[src/rtl/carrd_v_issue_seq_pkg.sv]
// carrd_v_issue_seq_pkg: shared types and constants for the vector issue sequencer.
// Holds FSM state codes, unit-select enum, op-field widths and the watchdog limit.
package carrd_v_issue_seq_pkg;

    localparam int ALU_OP_W  = 4;
    localparam int LSU_OP_W  = 4;
    localparam int SLDU_OP_W = 3;
    localparam int RED_OP_W  = 3;

    localparam logic [ALU_OP_W-1:0]  ALU_OP_NONE  = '0;
    localparam logic [LSU_OP_W-1:0]  LSU_OP_NONE  = '0;
    localparam logic [SLDU_OP_W-1:0] SLDU_OP_NONE = '0;
    localparam logic [RED_OP_W-1:0]  RED_OP_NONE  = '0;

    localparam logic [1:0] S_IDLE  = 2'd0;
    localparam logic [1:0] S_ISSUE = 2'd1;
    localparam logic [1:0] S_WAIT  = 2'd2;
    localparam logic [1:0] S_WB    = 2'd3;

    typedef enum logic [2:0] {
        U_NONE = 3'd0,
        U_ALU  = 3'd1,
        U_RED  = 3'd2,
        U_SLDU = 3'd3,
        U_LSU  = 3'd4
    } unit_e;

    localparam int         WD_W     = 16;
    localparam logic [WD_W-1:0] WD_LIMIT = 16'hFFFF;

    // ALU, slide and LSU results all retire through the lane datapath.
    function automatic logic unit_uses_lanes(input unit_e u);
        return (u == U_ALU) || (u == U_SLDU) || (u == U_LSU);
    endfunction

endpackage

[src/rtl/carrd_v_issue_seq_sel.sv]
// carrd_issue_sel: fixed-priority unit select (LSU > SLDU > RED > ALU).
// Also flags instructions that carry more than one nonzero op field.
module carrd_issue_sel
    import carrd_v_issue_seq_pkg::*;
(
    input  logic [ALU_OP_W-1:0]  v_alu_op,
    input  logic [LSU_OP_W-1:0]  v_lsu_op,
    input  logic [SLDU_OP_W-1:0] v_sldu_op,
    input  logic [RED_OP_W-1:0]  v_red_op,
    output unit_e                unit,
    output logic                 multi_op
);

    logic [3:0] nz;

    // Priority winner plus a more-than-one-bit-set test on the nonzero mask.
    always_comb begin
        nz = {v_lsu_op  != LSU_OP_NONE,
              v_sldu_op != SLDU_OP_NONE,
              v_red_op  != RED_OP_NONE,
              v_alu_op  != ALU_OP_NONE};
        multi_op = (nz & (nz - 4'd1)) != 4'd0;
        if (nz[3])
            unit = U_LSU;
        else if (nz[2])
            unit = U_SLDU;
        else if (nz[1])
            unit = U_RED;
        else if (nz[0])
            unit = U_ALU;
        else
            unit = U_NONE;
    end

endmodule

[src/rtl/carrd_v_issue_seq.sv]
// carrd_v_issue_seq: single-in-flight issue sequencer for the vector coprocessor.
// Optional watchdog in WAIT enabled by defining CARRD_ISSUE_TIMEOUT_EN.
module carrd_v_issue_seq
    import carrd_v_issue_seq_pkg::*;
#(
    parameter int VREG_AW = 5,
    parameter int VL_W    = 7
) (
    input  logic                 clk,
    input  logic                 rst,
    input  logic                 instr_valid,
    output logic                 instr_ready,
    input  logic [ALU_OP_W-1:0]  in_v_alu_op,
    input  logic                 in_is_mul,
    input  logic [LSU_OP_W-1:0]  in_v_lsu_op,
    input  logic [SLDU_OP_W-1:0] in_v_sldu_op,
    input  logic [RED_OP_W-1:0]  in_v_red_op,
    input  logic [VREG_AW-1:0]   in_vd,
    input  logic [VL_W-1:0]      in_vl,
    output logic                 start_vlanes,
    output logic                 start_vred,
    output logic                 start_sldu,
    output logic                 start_lsu,
    input  logic                 done_vlanes,
    input  logic                 done_vred,
    input  logic                 done_sldu,
    input  logic                 done_lsu,
    output logic [ALU_OP_W-1:0]  v_alu_op,
    output logic                 is_mul,
    output logic [LSU_OP_W-1:0]  v_lsu_op,
    output logic [SLDU_OP_W-1:0] v_sldu_op,
    output logic [RED_OP_W-1:0]  v_red_op,
    output logic [VREG_AW-1:0]   wb_vd,
    output logic [VL_W-1:0]      wb_vl,
    output logic                 wb_done_vlanes,
    output logic                 wb_done_vred,
    output logic                 wb_valid,
    output logic                 busy,
    output logic                 multi_op_err,
    output logic                 timeout_err
);

    logic [1:0] state;
    logic [1:0] state_nx;
    unit_e      unit_q;
    unit_e      sel_unit;
    logic       sel_multi;
    logic       accept;
    logic       sel_done;
    logic       expire;

    carrd_issue_sel u_sel (
        .v_alu_op  (in_v_alu_op),
        .v_lsu_op  (in_v_lsu_op),
        .v_sldu_op (in_v_sldu_op),
        .v_red_op  (in_v_red_op),
        .unit      (sel_unit),
        .multi_op  (sel_multi)
    );

    assign instr_ready = (state == S_IDLE);
    assign busy        = (state != S_IDLE);
    assign accept      = instr_valid && instr_ready;

    // Only the launched unit's done can end the WAIT phase.
    always_comb begin
        unique case (unit_q)
            U_ALU:   sel_done = done_vlanes;
            U_RED:   sel_done = done_vred;
            U_SLDU:  sel_done = done_sldu;
            U_LSU:   sel_done = done_lsu;
            default: sel_done = 1'b0;
        endcase
    end

`ifdef CARRD_ISSUE_TIMEOUT_EN
    logic [WD_W-1:0] wd_cnt;

    // A done arriving on the expiry cycle takes precedence over the timeout.
    assign expire = (state == S_WAIT) && !sel_done && (wd_cnt == WD_LIMIT);

    // Watchdog counts WAIT cycles; cleared while launching so it starts at 0.
    always_ff @(posedge clk) begin
        if (rst)
            wd_cnt <= '0;
        else if (state == S_ISSUE)
            wd_cnt <= '0;
        else if (state == S_WAIT)
            wd_cnt <= wd_cnt + 16'd1;
    end

    // Sticky timeout flag, cleared only by reset.
    always_ff @(posedge clk) begin
        if (rst)
            timeout_err <= 1'b0;
        else if (expire)
            timeout_err <= 1'b1;
    end
`else
    assign expire      = 1'b0;
    assign timeout_err = 1'b0;
`endif

    // Next-state logic; NOPs skip the launch and wait phases entirely.
    always_comb begin
        state_nx = state;
        unique case (state)
            S_IDLE: begin
                if (accept)
                    state_nx = (sel_unit == U_NONE) ? S_WB : S_ISSUE;
            end
            S_ISSUE: state_nx = S_WAIT;
            S_WAIT: begin
                if (sel_done)
                    state_nx = S_WB;
                else if (expire)
                    state_nx = S_IDLE;
            end
            S_WB:    state_nx = S_IDLE;
            default: state_nx = S_IDLE;
        endcase
    end

    // State register.
    always_ff @(posedge clk) begin
        if (rst)
            state <= S_IDLE;
        else
            state <= state_nx;
    end

    // Latch op fields and the chosen unit at acceptance; held until the next one.
    always_ff @(posedge clk) begin
        if (rst) begin
            unit_q    <= U_NONE;
            v_alu_op  <= ALU_OP_NONE;
            is_mul    <= 1'b0;
            v_lsu_op  <= LSU_OP_NONE;
            v_sldu_op <= SLDU_OP_NONE;
            v_red_op  <= RED_OP_NONE;
            wb_vd     <= '0;
            wb_vl     <= '0;
        end else if (accept) begin
            unit_q    <= sel_unit;
            v_alu_op  <= in_v_alu_op;
            is_mul    <= in_is_mul;
            v_lsu_op  <= in_v_lsu_op;
            v_sldu_op <= in_v_sldu_op;
            v_red_op  <= in_v_red_op;
            wb_vd     <= in_vd;
            wb_vl     <= in_vl;
        end
    end

    // Sticky flag for instructions carrying several op fields.
    always_ff @(posedge clk) begin
        if (rst)
            multi_op_err <= 1'b0;
        else if (accept && sel_multi)
            multi_op_err <= 1'b1;
    end

    assign start_vlanes = (state == S_ISSUE) && (unit_q == U_ALU);
    assign start_vred   = (state == S_ISSUE) && (unit_q == U_RED);
    assign start_sldu   = (state == S_ISSUE) && (unit_q == U_SLDU);
    assign start_lsu    = (state == S_ISSUE) && (unit_q == U_LSU);

    assign wb_valid       = (state == S_WB);
    assign wb_done_vlanes = wb_valid && unit_uses_lanes(unit_q);
    assign wb_done_vred   = wb_valid && (unit_q == U_RED);

endmodule

[config.mk]
export PLATFORM = sky130hd
export DESIGN_NAME = carrd_v_issue_seq
export DESIGN_NICKNAME = d
export VERILOG_FILES = /design/src/rtl/carrd_v_issue_seq_pkg.sv /design/src/rtl/carrd_v_issue_seq_sel.sv /design/src/rtl/carrd_v_issue_seq.sv
export SDC_FILE = /design/constraint.sdc
export NUM_CORES = 1
export LEC_CHECK = 0
export ABC_AREA = 1
export CELL_PAD_IN_SITES_DETAIL_PLACEMENT = 1
export CELL_PAD_IN_SITES_GLOBAL_PLACEMENT = 2
export CORE_MARGIN = 2
export CORE_UTILIZATION = 20
export CTS_CLUSTER_SIZE = 28
export DETAILED_ROUTE_END_ITERATION = 8
export PLACE_DENSITY = 0.76
export REMOVE_ABC_BUFFERS = 1
export SETUP_SLACK_MARGIN = 0.1
export SLEW_MARGIN = 20
export SYNTH_ARGS = -nofsm -noshare
export SYNTH_HDL_FRONTEND = slang
export SYNTH_SLANG_ARGS = --single-unit
[constraint.sdc]
create_clock -name clk -period 1.7 [get_ports clk]
set_input_delay 0.34 -clock clk [delete_from_list [all_inputs] [get_ports clk]]
set_output_delay 0.34 -clock clk [all_outputs]
set_load 0.05 [all_outputs]
After elaboration in Yosys (flattened, before gate mapping)
Cells that the tools add are included.

Bits in registers: 33.

Equality and inequality tests: 9. Add/subtract/negate cells: 1. Muxes and demuxes: 9. Bitwise gates (word level): 1. Reduce and logical (&&, ||, !) cells: 19.

Operator list (number): $reduce_bool 4->1 (3); $mux 3 (3); $logic_and 1x1->1 (8); $pmux 2 s4 (1); $eq 3x2->1 const B (2); $mux 2 (3); $reduce_bool 3->1 (2); $and 4x4->4 (1); $eq 2x2->1 const B (2); $pmux 1 s4 (1); $sub 4x1->4 const B (1); $eq 3x1->1 const B (1); $eq 3x3->1 const B (1); $logic_not 3->1 (1); $eq 2x1->1 const B (1); $logic_not 2->1 (1); $logic_or 1x1->1 (2); $ne 2x1->1 const B (1); $ne 2x2->1 const B (1); $reduce_and 2->1 (1); $reduce_bool 2->1 (1); $mux 1 (1).

Depth between registers and ports, before layout
Gate-level depths: netlist of the first run.

Word-level depth: 9. Depth in mapped cells: 9. Depth with buffers taken out: 9.

Cells and area by module
Synthesis of the first run repeated with hierarchy kept, for this count alone.

Cell total of the unflattened synthesis: 204. Area, all modules: 1461.4 µm².

Modules (own cells, without submodules): carrd_v_issue_seq (area each 1352.5 µm², cells each 179, instances 1, seq. area each 660.6 µm²); carrd_issue_sel (area each 108.9 µm², cells each 25, instances 1, seq. area each 0.0 µm²).

Worst setup path after synthesis of the first run
Ideal clock, no wire load.

Path kind: register -> output. From: register state[1]. To: output start_sldu. Setup slack: -0.671 ns. Arrival time: 2.031 ns. Cell stages (with the launch flop): 5. Path through: dfxtp_1 -> inv_1 -> ha_1 -> inv_1 -> nor4_1.

Word-level cells in the longest chain between the ends: 2.

Ends and longest elaborated chain: start: declaration (line carrd_v_issue_seq.sv:43) `logic [1:0] state;`; start signal: assignment (line carrd_v_issue_seq.sv:129) `state <= state_nx;`; $eq 2x1->1 (line carrd_v_issue_seq.sv:165) `assign start_sldu = (state == S_ISSUE) && (unit_q == U_SLDU);`; $logic_and 1x1->1 (line carrd_v_issue_seq.sv:165); end: declaration (line carrd_v_issue_seq.sv:22) `output logic start_sldu,`.

No other way between the ends.

Final worst setup path of the first run
Same ends and word-level chain as after synthesis.

==> results of run 1 <==
-- cell usage after synthesis (all sizes together) --
| cell type | count | area share [%] |
|---|---|---|
| a211oi | 1 | 0.53 |
| a21oi | 9 | 3.2 |
| buf | 7 | 2.7 |
| clkbuf | 2 | 0.62 |
| conb | 1 | 0.27 |
| dfxtp | 33 | 47 |
| ha | 4 | 3.5 |
| inv | 15 | 4.0 |
| nand2 | 23 | 6.5 |
| nand3 | 3 | 1.1 |
| nand4 | 3 | 1.3 |
| nor2 | 61 | 16 |
| nor3 | 2 | 1.1 |
| nor4 | 1 | 0.44 |
| o21ai | 30 | 11 |
| or2 | 1 | 0.62 |
-- critical path, cell delays in order, from the launching register on --
cell,delay (ns)
dfxtp_2,0.34
inv_4,0.07
ha_4,0.13
inv_4,0.05
nor4_2,0.12
buf_4,0.15
buf_12,0.12
-- placed cells by master, fill, tap and decap left out --
| cell | count |
|---|---|
| nor3_2 | 1 |
| nor4_2 | 1 |
| nand2_2 | 2 |
| o21ai_1 | 1 |
| ha_1 | 1 |
| nor2_1 | 58 |
| ha_2 | 2 |
| a211oi_1 | 1 |
| nor3_4 | 1 |
| inv_2 | 4 |
| buf_12 | 10 |
| dfxtp_4 | 1 |
| buf_4 | 35 |
| a21oi_1 | 8 |
| ha_4 | 1 |
| inv_1 | 9 |
| inv_4 | 2 |
| dfxtp_2 | 3 |
| dfxtp_1 | 29 |
| nand3_1 | 3 |
| a21oi_2 | 1 |
| clkbuf_1 | 1 |
| o21ai_2 | 1 |
| nand2_1 | 21 |
| o21ai_0 | 28 |
| clkbuf_8 | 6 |
| nor2_2 | 3 |
| clkdlybuf4s50_1 | 33 |
| or2_4 | 1 |
| nand4_1 | 3 |
| conb_1 | 1 |
-- power by group --
group,internal (uW),leakage (uW),switching (uW),total [uW]
clock network,321,0.0000443,272,593
registers,1020,0.000275,145,1160
logic,829,0.000699,1540,2360
total,2170,0.00102,1950,4120
-- metrics by stage --
stage	hold WS (ns)	setup TNS, ns	setup WS [ns]	util, %
2_1_floorplan	0.409	-6.78	-0.671	-
3_3_place_gp	0.462	0	0.0490	33.4
3_5_place_dp	0.470	0	0.0272	33.4
4_1_cts	0.490	-0.0186	-0.0186	35.3
5_1_grt	0.509	0	0.0158	35.6
6_report	0.479	0	0.0816	35.6
-- cell type report --
| class | instances | area, um^2 |
|---|---|---|
| Inverter | 15 | 61.3 |
| Fill cell | 834 | 4370 |
| Multi-Input combinational cell | 139 | 691 |
| Sequential cell | 33 | 668 |
| Clock buffer | 7 | 86.3 |
| Tap cell | 96 | 120 |
| Timing Repair Buffer | 78 | 793 |
-- sequential cells by signal, summed over array words and instances (netlist names), 2 cells and up --
register,flops
wb_vl,7
wb_vd,5
v_alu_op,4
v_lsu_op,4
unit_q,3
v_red_op,3
v_sldu_op,3
state,2
-- routing by layer --
metal  track usage (%)  vias up
met3              3.49        9
met1              14.9      672
met5                 0        -
met4              5.17        0
met2              20.7       36
li1                  -      769
-- repair_timing --
item,CTS,global route
pin swaps,1,2
setup buffers,1,0
setup endpoints to repair,7,12
gates resized for setup,13,8
-- cells by family (layout without fill, tap and decap cells) --
| family | after synthesis | in the layout | synth area share, % |
|---|---|---|---|
| compound gates | 40 | 40 | 14.6 |
| fa+ha+maj | 4 | 4 | 3.55 |
| buf+inv | 24 | 100 | 7.36 |
| flops | 33 | 33 | 46.8 |
| other cells | 1 | 1 | 0.266 |
| simple gates | 94 | 94 | 27.4 |
-- worst min-delay path by stage --
stage,to,start,depth (start not counted)
6_report,multi_op_err,multi_op_err,2
5_1_grt,v_lsu_op[2],v_lsu_op[2],2
4_1_cts,multi_op_err,multi_op_err,2
2_1_floorplan,unit_q[0],rst,1
3_3_place_gp,multi_op_err,multi_op_err,2
3_5_place_dp,multi_op_err,multi_op_err,2
==> impl_metrics.toml, run 1 <==
[route]
highest_layer = "met4"
first_iter_violations = 34
antenna_left = 0
wl_met3_um = 223
drc = 0
avgViaCountPerCell = 4.04
wl_um = 4450
dr.pass1.iters = 4
wl_met2_um = 2130
vias = 1486
routedWlPerCell_um = 12.1
met1_length_um = 2000

[grt]
antenna_found_initial = 0
grt_max_degree = 30
grt_pass1_vias = 1580
grt_pass1_wl_um = 7390
track_usage_pct = 12.4
grt_overflow = 0

[floorplan]
boundaryPins = 72
row_count = 30
core_area_um2 = 6790
dieArea_um2 = 7740
die_w_um = 88.0
die-height_um = 88.0
initial_utilization_pct = 20.8

[critical_path]
worst_setup_path_end_kind = "primary output"
crit_path_start = "state[1]"
crit_arrival_ns = 1.28
cp-endpoint = "start_sldu"
r2r-end = "v_sldu_op[2]"
required_ns = 1.36
rr_worst_depth = 7
reg2reg_slack_ns = 0.24
crit_type = "flip-flop to primary output"
worstPathMaxFanout = 4
r2r_start = "state[0]"
critPathLaunchType = "flip-flop"

[layout]
fin_area_um2 = 2420
antenna_cells = 0
layout.nets = 310
final_cells = 368
syn_to_final_growth_pct = 71.5
drive_gt1_share_pct = 27.6

[logic_synthesis]
yosysSeqAreaShare_pct = 46.8
postSynthCellCount = 196
syn_area_um2 = 1410
avgSynthCellArea_um2 = 7.20
synth_warnings = 0
yosys_register_bits = 33
ys_types = 25

[clock_network]
clk_pin_slew_ns = 0.06
cts_tree = "done"
ctsHtreeMaxLevel = 2
ctsHoldBuffers = 0
cts-root-buf = "clkbuf_8"
cts_buffers = 5
cts.sinks = 33
cts_buffer_depth = 2
worstSkewPairLatency_ns = 0.28

[timing]
fin_crit_ns = 1.62
hold_viol = 0
max_freq_ghz = 0.618
setup_viol = 0
min_period_over_period_pct = 95.2
rsz0062_at_grt = "yes"
slew_violations = 0
skew_ns = 0.00233

[job]
drv_cap = 0

[hold_path]
worst_hold_path_type = "flip-flop to flip-flop"

[pwr]
powerDensity_nw_per_um2 = 1700
leakage_uw = 0.00102
design_power_total_uw = 4120
peakVddDrop_v = 0.000758

[placed_design]
place_inst = 360
place_congestion = 0.702
port_buffers = 70
dp_hpwl_um = 3360
postPlaceCellArea_um2 = 2270

[run_status]
status = "finished clean"
Note: power is estimated with default switching activity, not from simulation.
==> inputs of run 2 (changes only) <==
- ABC_AREA: 1 -> 0
- ABC_CLOCK_PERIOD_IN_PS: not set -> 1700
- PLACE_DENSITY: 0.76 -> 0.74
==> impl_metrics.toml, run 2 <==
[run_status]
status = "finished, violations left"
violations = "setup timing"

[timing]
hold_viol = 0
setup_viol = 2
slew_violations = 0
max_freq_ghz = 0.575
fin_crit_ns = 1.74
rsz0062_at_grt = "yes"
timing.setup.tns_ns = -0.0532
setup_ws_ns = -0.0381
min_period_over_period_pct = 102
skew_ns = 0.00423

[clock_network]
cts.sinks = 33
ctsHoldBuffers = 0
clk_pin_slew_ns = 0.07
cts_tree = "done"
cts_buffers = 5
ctsHtreeMaxLevel = 2
cts_buffer_depth = 2
cts-root-buf = "clkbuf_8"
worstSkewPairLatency_ns = 0.28

[pwr]
p_switching_uw = 1640
power_switching_share_pct = 44.1
combPwrFrac_pct = 56.6
intPower_uw = 2070
seqPwrFrac_pct = 28.2
leakage_uw = 0.00108
powerDensity_nw_per_um2 = 1410
pwr-share-clk_pct = 15.3
peakVddDrop_v = 0.000585

[logic_synthesis]
synth_top_flop_cell = "dfxtp_1"
synth_top_area_share_pct = 46.7
synth_common_cells = "nand2_1, dfxtp_1, a21oi_1"
avgSynthCellArea_um2 = 7.85
postSynthCellCount = 180
yosys_register_bits = 33
syn_area_um2 = 1410
synth_top_area_cell = "dfxtp_1"
ys_types = 34
yosysSeqAreaShare_pct = 46.7
synthArstFlopShare_pct = 0
synth_edf_count = 0
synth_most_common_cell = "nand2_1"
synth_warnings = 0
synth_area_leaders = "dfxtp_1, nand2_1, a21oi_1, ha_1, nor2_1"

[placed_design]
place_congestion = 0.636
postPlaceCellArea_um2 = 2380
place_inst = 358
place_ws_ns = -0.272
dp_hpwl_um = 3490
port_buffers = 70

[floorplan]
dieArea_um2 = 7760
row_count = 30
initial_utilization_pct = 20.7
die_w_um = 88.1
die-height_um = 88.1
boundaryPins = 72
core_area_um2 = 6830

[critical_path]
reg2reg_slack_ns = 0.23
r2r_start = "state[1]"
worstPathMaxFanout = 2
required_ns = 1.36
crit_arrival_ns = 1.40
critPathLaunchType = "flip-flop"
worst_setup_path_end_kind = "primary output"
rr_worst_depth = 9
crit_type = "flip-flop to primary output"
r2r-end = "state[1]"

[grt]
antenna_found_initial = 0
grt_pass1_wl_um = 7470
track_usage_pct = 12.1
grt_overflow = 0
grt_max_degree = 17
grt_pass1_vias = 1610

[layout]
layout.nets = 311
final_cell_mix = "nand2_1, buf_4, a21oi_1, dfxtp_1, clkdlybuf4s50_1"
final_cells = 370
final_common_cell = "nand2_1"
top_regs = "wb_vl: 7 flops, wb_vd: 5 flops"
drive_gt1_share_pct = 36.9
antenna_cells = 0
fill_cells = 837
largest_reg_flops = 7
regMostFlops = "wb_vl"
fin_area_um2 = 2630
syn_to_final_growth_pct = 86.2

[route]
wl_um = 4600
avgViaCountPerCell = 4.20
routedWlPerCell_um = 12.4
dr.pass1.iters = 2
first_iter_violations = 27
drc = 0
vias = 1553
antenna_left = 0

[hold_path]
worstHoldPathCells = 3
worst_hold_path_type = "input port to flip-flop"
min_to = "v_lsu_op[0]"
worstHoldStart = "in_v_lsu_op[0]"

[job]
drv_cap = 0
==> run 2: cell count changes after synthesis, sizes merged, moves of 6 or more <==
cell,previous run,this run
clkbuf,2,8
inv,15,4
o21ai,30,1
nand2,23,56
nor2,61,11
a21oi,9,30
==> run 2: how the worst max path moves through the flow <==
stage               depth (start not counted)  slack, ns        endpoint            from
floorplan                                   2      -1.08    wb_done_vred        state[0]
global placement                            5      -0.26       unit_q[0]  in_v_alu_op[3]
detailed placement                          5      -0.27        state[1]  in_v_lsu_op[0]
CTS                                         4      -0.05  wb_done_vlanes       unit_q[0]
global route                                4      -0.08  wb_done_vlanes       unit_q[0]
finish                                      4      -0.04  wb_done_vlanes       unit_q[0]
==> run 2: power groups by stage <==
stage          sequential, uW  clock, uW  combinational (uW)
2_1_floorplan            1420          0                 687
3_3_place_gp             1020          0                1880
3_5_place_dp             1020          0                1880
4_1_cts                  1050        607                2030
5_1_grt                  1070        642                2250
6_report                 1050        567                2100
==> run 2: kinds of logic after synthesis <==
logic type	synth area share, %
muxes	0.708
other	0.265
buffers and inverters	4.78
adders and majority gates	3.54
DFF	46.7
and+or+nand+nor	27.1
AOI/OAI and AO/OA	16.9
==> run 2: metrics by stage <==
step	utilization [%]	power (uW)	hold slack [ns]
after floorplan	-	2100	0.406
after global placement	34.9	2890	0.443
after detailed placement	34.9	2910	0.451
after CTS	37.7	3680	0.446
after global routing	38.5	3960	0.362
final	38.5	3710	0.351
==> run 2: routing by layer <==
metal	wire, um	GRT usage (%)
met2	2220	20.6
met4	34	3.31
met5	0	0
met1	2070	15.0
met3	267	3.49
==> run 2: repair_timing <==
item,4_1_cts,5_1_grt
setup buffers,1,3
endpoints found under the setup margin,12,23
resized for setup,36,10
pin swaps,10,10
==> run 2: area by class of cell <==
class | instances | area [um^2] | area share [%]
multi-input cells | 131 | 787 | 29.9
well taps | 96 | 120 | 4.56
inverters | 4 | 22.5 | 0.856
clock buffers | 5 | 68.8 | 2.61
clock inverters | 3 | 17.5 | 0.665
repair buffers | 98 | 945 | 35.9
flip-flops and latches | 33 | 672 | 25.5
==> run 2: worst max-delay path: stages, from the launching register on <==
cell and delay, ns:
dfxtp_2 0.33, or3b_4 0.40, a21boi_1 0.13, buf_4 0.13, buf_12 0.12
==> variant 1 (flow settings as in run 1) <==
The option `CARRD_ISSUE_TIMEOUT_EN` is turned on by a define.
--- a/src/rtl/carrd_v_issue_seq.sv
+++ b/src/rtl/carrd_v_issue_seq.sv
@@ -1,5 +1,7 @@
 // carrd_v_issue_seq: single-in-flight issue sequencer for the vector coprocessor.
 // Optional watchdog in WAIT enabled by defining CARRD_ISSUE_TIMEOUT_EN.
+`define CARRD_ISSUE_TIMEOUT_EN
+
 module carrd_v_issue_seq
     import carrd_v_issue_seq_pkg::*;
 #(
Check against the original RTL: no difference found for any inputs over 10 cycles, from zero or initial values and one cycle with rst high; that may be too few to reach the edited logic, so the function may still have changed.
==> variant 1 against run 1 <==
- setup slack improved by 0.049 ns
- sequential cell count grew 17
- maximum frequency up 3.1%
- worst hold slack got worse by 0.026 ns
- area after synthesis is 61% higher
- cell area increased by 45%
- wire length grew 56%
- highest routed layer unchanged
- total power decreased by 2.3%
==> variant 1: results (changes against run 1) <==
===================================================================
Met1 Track Usage GR ..................................       0.1437   -0.005046
Start point of the critical path ..................... unit_q[2]$_SDFFE_PP0P_
Crit path max-delay family ...........................   flip-flops
Layout inverter count without the clock tree .........           40   +25
WHS Endpoint ......................................... timeout_err$_SDFFE_PP0P_
Total global routing track utilization ...............       0.1146   -0.009038
Total of fill cells in the finished design ...........         1355   +62%
Maximum achievable frequency .........................   0.6371 GHz   +3.1%
CTS Root Buffer Type ................................. sky130_fd_sc_hd__clkbuf_16
Total Nets Final .....................................          446   +44%
Complex-gate fraction of the synthesized area ........       0.1308   -0.01551
Outcome .............................................. complete, no violations
Global-route wire length before repair ...............     11760 um   +59%
Maximum fanout along the worst path ..................            5   +1
Multi-input logic cell count .........................          231   +66%
Worst Skew ...........................................  0.007984 ns   +0.005650 ns
Largest cells by area after synthesis ................ sky130_fd_sc_hd__dfxtp_1, sky130_fd_sc_hd__nor2_1, sky130_fd_sc_hd__nand2_1
Origin of the worst min-delay path ................... timeout_err$_SDFFE_PP0P_
Met2 global-route usage ..............................       0.2000   -0.006612
Maximum VDD drop .....................................    0.4604 mV   -39%
Routed length per instance ...........................     12.59 um   +4.1%
Reg2Reg Setup Slack ..................................      0.28 ns   +0.04 ns
Xor-xnor portion of the synthesized cell area ........     0.007692   +0.007692
WL met1 ..............................................      3243 um   +62%
Cell depth of the worst flop-to-flop path ............            8   +1
CTS-repair resized insts .............................           15   +2
Unique masters post-synth ............................           24   -4.0%
Fraction of the yosys area taken by sequential cells .       0.4396   -0.02852
Slowest cell on the critical path .................... sky130_fd_sc_hd__dfxtp_1
Fraction of layout cells with a size suffix above 1 ..       0.2257   -0.05001
Share of cell area taken by multi-input logic gates ..       0.3329   +0.04744
===================================================================
variant 1: metrics by stage:
stage          hold slack (ns)  cells  area [um^2]  utilization  TNS [ns]
6_report                0.4530    552         3507       0.3193         0
5_1_grt                 0.4796    552         3507       0.3193         0
4_1_cts                 0.4609    550         3438       0.3131         0
3_5_place_dp            0.4488    541         3214       0.2927         0
3_3_place_gp            0.4475    541         3214       0.2927         0
2_1_floorplan           0.4091    321         2231            -   -0.5216
variant 1: how the worst max path moves through the flow:
| stage | end | slack [ns] | depth (start not counted) |
|---|---|---|---|
| final | start_sldu | 0.13 | 4 |
| after global routing | start_sldu | 0.07 | 4 |
| after CTS | instr_ready | 0.08 | 4 |
| after detailed placement | multi_op_err$_SDFFE_PP0P_ | 0.05 | 9 |
| after global placement | multi_op_err$_SDFFE_PP0P_ | 0.07 | 9 |
| after floorplan | start_sldu | -0.26 | 4 |
variant 1: where the power goes:
group          internal, mW  switching, mW
logic                 0.492          0.957
registers              1.31         0.0812
clock network         0.705          0.475
==> variant 2 (settings of run 1) <==
Made on the original files. Encoding of `unit_e`: now one-hot (5 bits for 5 values).
--- a/src/rtl/carrd_v_issue_seq_pkg.sv
+++ b/src/rtl/carrd_v_issue_seq_pkg.sv
@@ -17,12 +17,12 @@
     localparam logic [1:0] S_WAIT  = 2'd2;
     localparam logic [1:0] S_WB    = 2'd3;
 
-    typedef enum logic [2:0] {
-        U_NONE = 3'd0,
-        U_ALU  = 3'd1,
-        U_RED  = 3'd2,
-        U_SLDU = 3'd3,
-        U_LSU  = 3'd4
+    typedef enum logic [4:0] {
+        U_NONE = 5'b00001,
+        U_ALU  = 5'b00010,
+        U_RED  = 5'b00100,
+        U_SLDU = 5'b01000,
+        U_LSU  = 5'b10000
     } unit_e;
 
     localparam int         WD_W     = 16;
Check against the original RTL: no difference found for any inputs over 10 cycles, from zero or initial values and one cycle with rst high; not proved beyond that.
==> variant 2 against run 1 <==
- global-route usage is 1.6 points lower
- sequential cell count is 2 higher
- count of clock-buffer cells in the layout is 1 lower
- setup slack worse by 0.031 ns
- sequential share of layout area is 0.88 points lower
- wire length is 4.8% higher
- via count is 8.5% higher
- sequential power is 4% higher
- clock skew is 0.0038 ns higher
- cell area is 9.9% higher
- area after synthesis is 10% higher
- combinational power is 5% higher
- total power is 4.3% higher
- largest cell class is now multi-input combinational cells
==> variant 2: results (changes against run 1) <==
========================================================================================
Leading cell types by count after synthesis ............................... sky130_fd_sc_hd__nor2_1, sky130_fd_sc_hd__dfxtp_1, sky130_fd_sc_hd__o21ai_0, sky130_fd_sc_hd__inv_1, sky130_fd_sc_hd__nand2_1
Worst Skew ................................................................  0.006087 ns   +0.003752 ns
CTS-repair resized insts ..................................................           13   unchanged
Largest registers ......................................................... wb_vl x7, unit_q x5, wb_vd x5
H-tree lvl count ..........................................................            2   unchanged
Largest cells by area after synthesis ..................................... sky130_fd_sc_hd__dfxtp_1, sky130_fd_sc_hd__nor2_1, sky130_fd_sc_hd__o21ai_0
Post-CTS setup-driven buffer insertion count ..............................            0   -1
Global-route wire length before repair ....................................      7286 um   -1.4%
Number of buffers on the longest clock path ...............................            2   unchanged
Slowest cell on the critical path ......................................... sky130_fd_sc_hd__dfxtp_2
Total length of routed wires ..............................................      4661 um   +4.8%
Number of buffers inserted by port buffering ..............................           70   unchanged
Maximum fanout along the worst path .......................................            4   unchanged
Largest net degree at the start of global routing .........................           30   unchanged
Maximum VDD drop ..........................................................    0.5270 mV   -30%
Antenna diodes ............................................................            0   unchanged
Fraction of layout cells with a size suffix above 1 .......................       0.3172   +0.04151
Outcome ................................................................... complete, no violations
Worst slack at placement ..................................................  -0.01432 ns   -0.04148 ns
Fraction of synthesis flops using an asynchronous set or reset pin ........            0   unchanged
Static leakage ............................................................     1.106 nW   +8.6%
Crit path max-delay family ................................................ simple AND/OR/NAND/NOR gates
Worst-Skew Late Latency ...................................................      0.29 ns
Number of antenna violations at the first check in global routing .........            0   unchanged
Number of clock buffers inserted by TritonCTS .............................            5   unchanged
Post-DRT Antenna Nets .....................................................            0   unchanged
Sw Ratio ..................................................................       0.4804   +0.006327
YS warnings ...............................................................            0   unchanged
CTS clk-pin slew, worst paths .............................................      0.08 ns   +0.02 ns
Critical path's largest stage delay .......................................      0.35 ns
Hold WC Path Type ......................................................... register to register
Unique masters post-synth .................................................           24   -4.0%
CTS Root Buffer Type ...................................................... sky130_fd_sc_hd__clkbuf_8
Initial drt markers .......................................................           39   +15%
Total Nets Final ..........................................................          327   +5.5%
Vias in the first global route ............................................         1522   -3.7%
Total global routing track utilization ....................................       0.1077   -0.01587
Drt pass-1 iters ..........................................................            4   unchanged
Fraction of the yosys area taken by sequential cells ......................       0.4498   -0.01829
Total half-perimeter wirelength after legalization and detailed placement .      3390 um   +0.78%
Top-count cell post-synth ................................................. sky130_fd_sc_hd__nor2_1
Detailed-route vias per instance ..........................................        4.112   +1.8%
Global placement routability congestion ...................................       0.7708   +9.8%
Total negative setup slack ................................................         0 ns   unchanged
========================================================================================
[variant 2: area by class of cell]
cell class	count	area [um^2]
fillers	898	4989
multi-input cells	146	832.0
repair buffers	77	810.8
flip-flops and latches	35	710.7
well taps	102	127.6
inverters	24	92.59
clock buffers	6	72.57
clock inverters	2	12.51
[variant 2: cells by family after synthesis]
logic type / count (synthesis) / share of synthesized area
adder cells (fa/ha/maj): 4 / 0.03213
flip-flops: 35 / 0.4498
other: 1 / 0.002407
buffers and inverters: 34 / 0.09156
AND/OR/NAND/NOR: 96 / 0.2723
AO/OA/AOI/OAI: 45 / 0.1518
[variant 2: routing by layer]
metal	wire [um]	global-route usage
met5	0	0
met4	69	0.03731
met3	250	0.03040
met2	2302	0.1850
met1	2039	0.1285
[variant 2: per-stage QoR]
stage / instance area (um^2) / instances
floorplan: 1505 / 205
global placement: 2436 / 383
detailed placement: 2436 / 383
CTS: 2546 / 391
global route: 2659 / 392
finish: 2659 / 392
[variant 2: power groups by stage]
stage	Clock [mW]	Sequential [mW]	Combinational, mW
after floorplan	0	1.85	0.783
after global placement	0	1.21	2.35
after detailed placement	0	1.21	2.37
after CTS	0.633	1.20	2.39
after global routing	0.662	1.24	2.67
final	0.602	1.21	2.48
[variant 2: final timing paths]
path                             startpoint                         to  slack (ns)  depth (start not counted)
setup / recovery     unit_q[0]$_SDFFE_PP1P_             wb_done_vlanes        0.05                          6
setup reg to reg      state[0]$_SDFFE_PP0P_     unit_q[1]$_SDFFE_PP0P_        0.27                          7
hold reg to reg   multi_op_err$_SDFFE_PP0P_  multi_op_err$_SDFFE_PP0P_        0.49                          2
hold / removal    multi_op_err$_SDFFE_PP0P_  multi_op_err$_SDFFE_PP0P_        0.49                          2
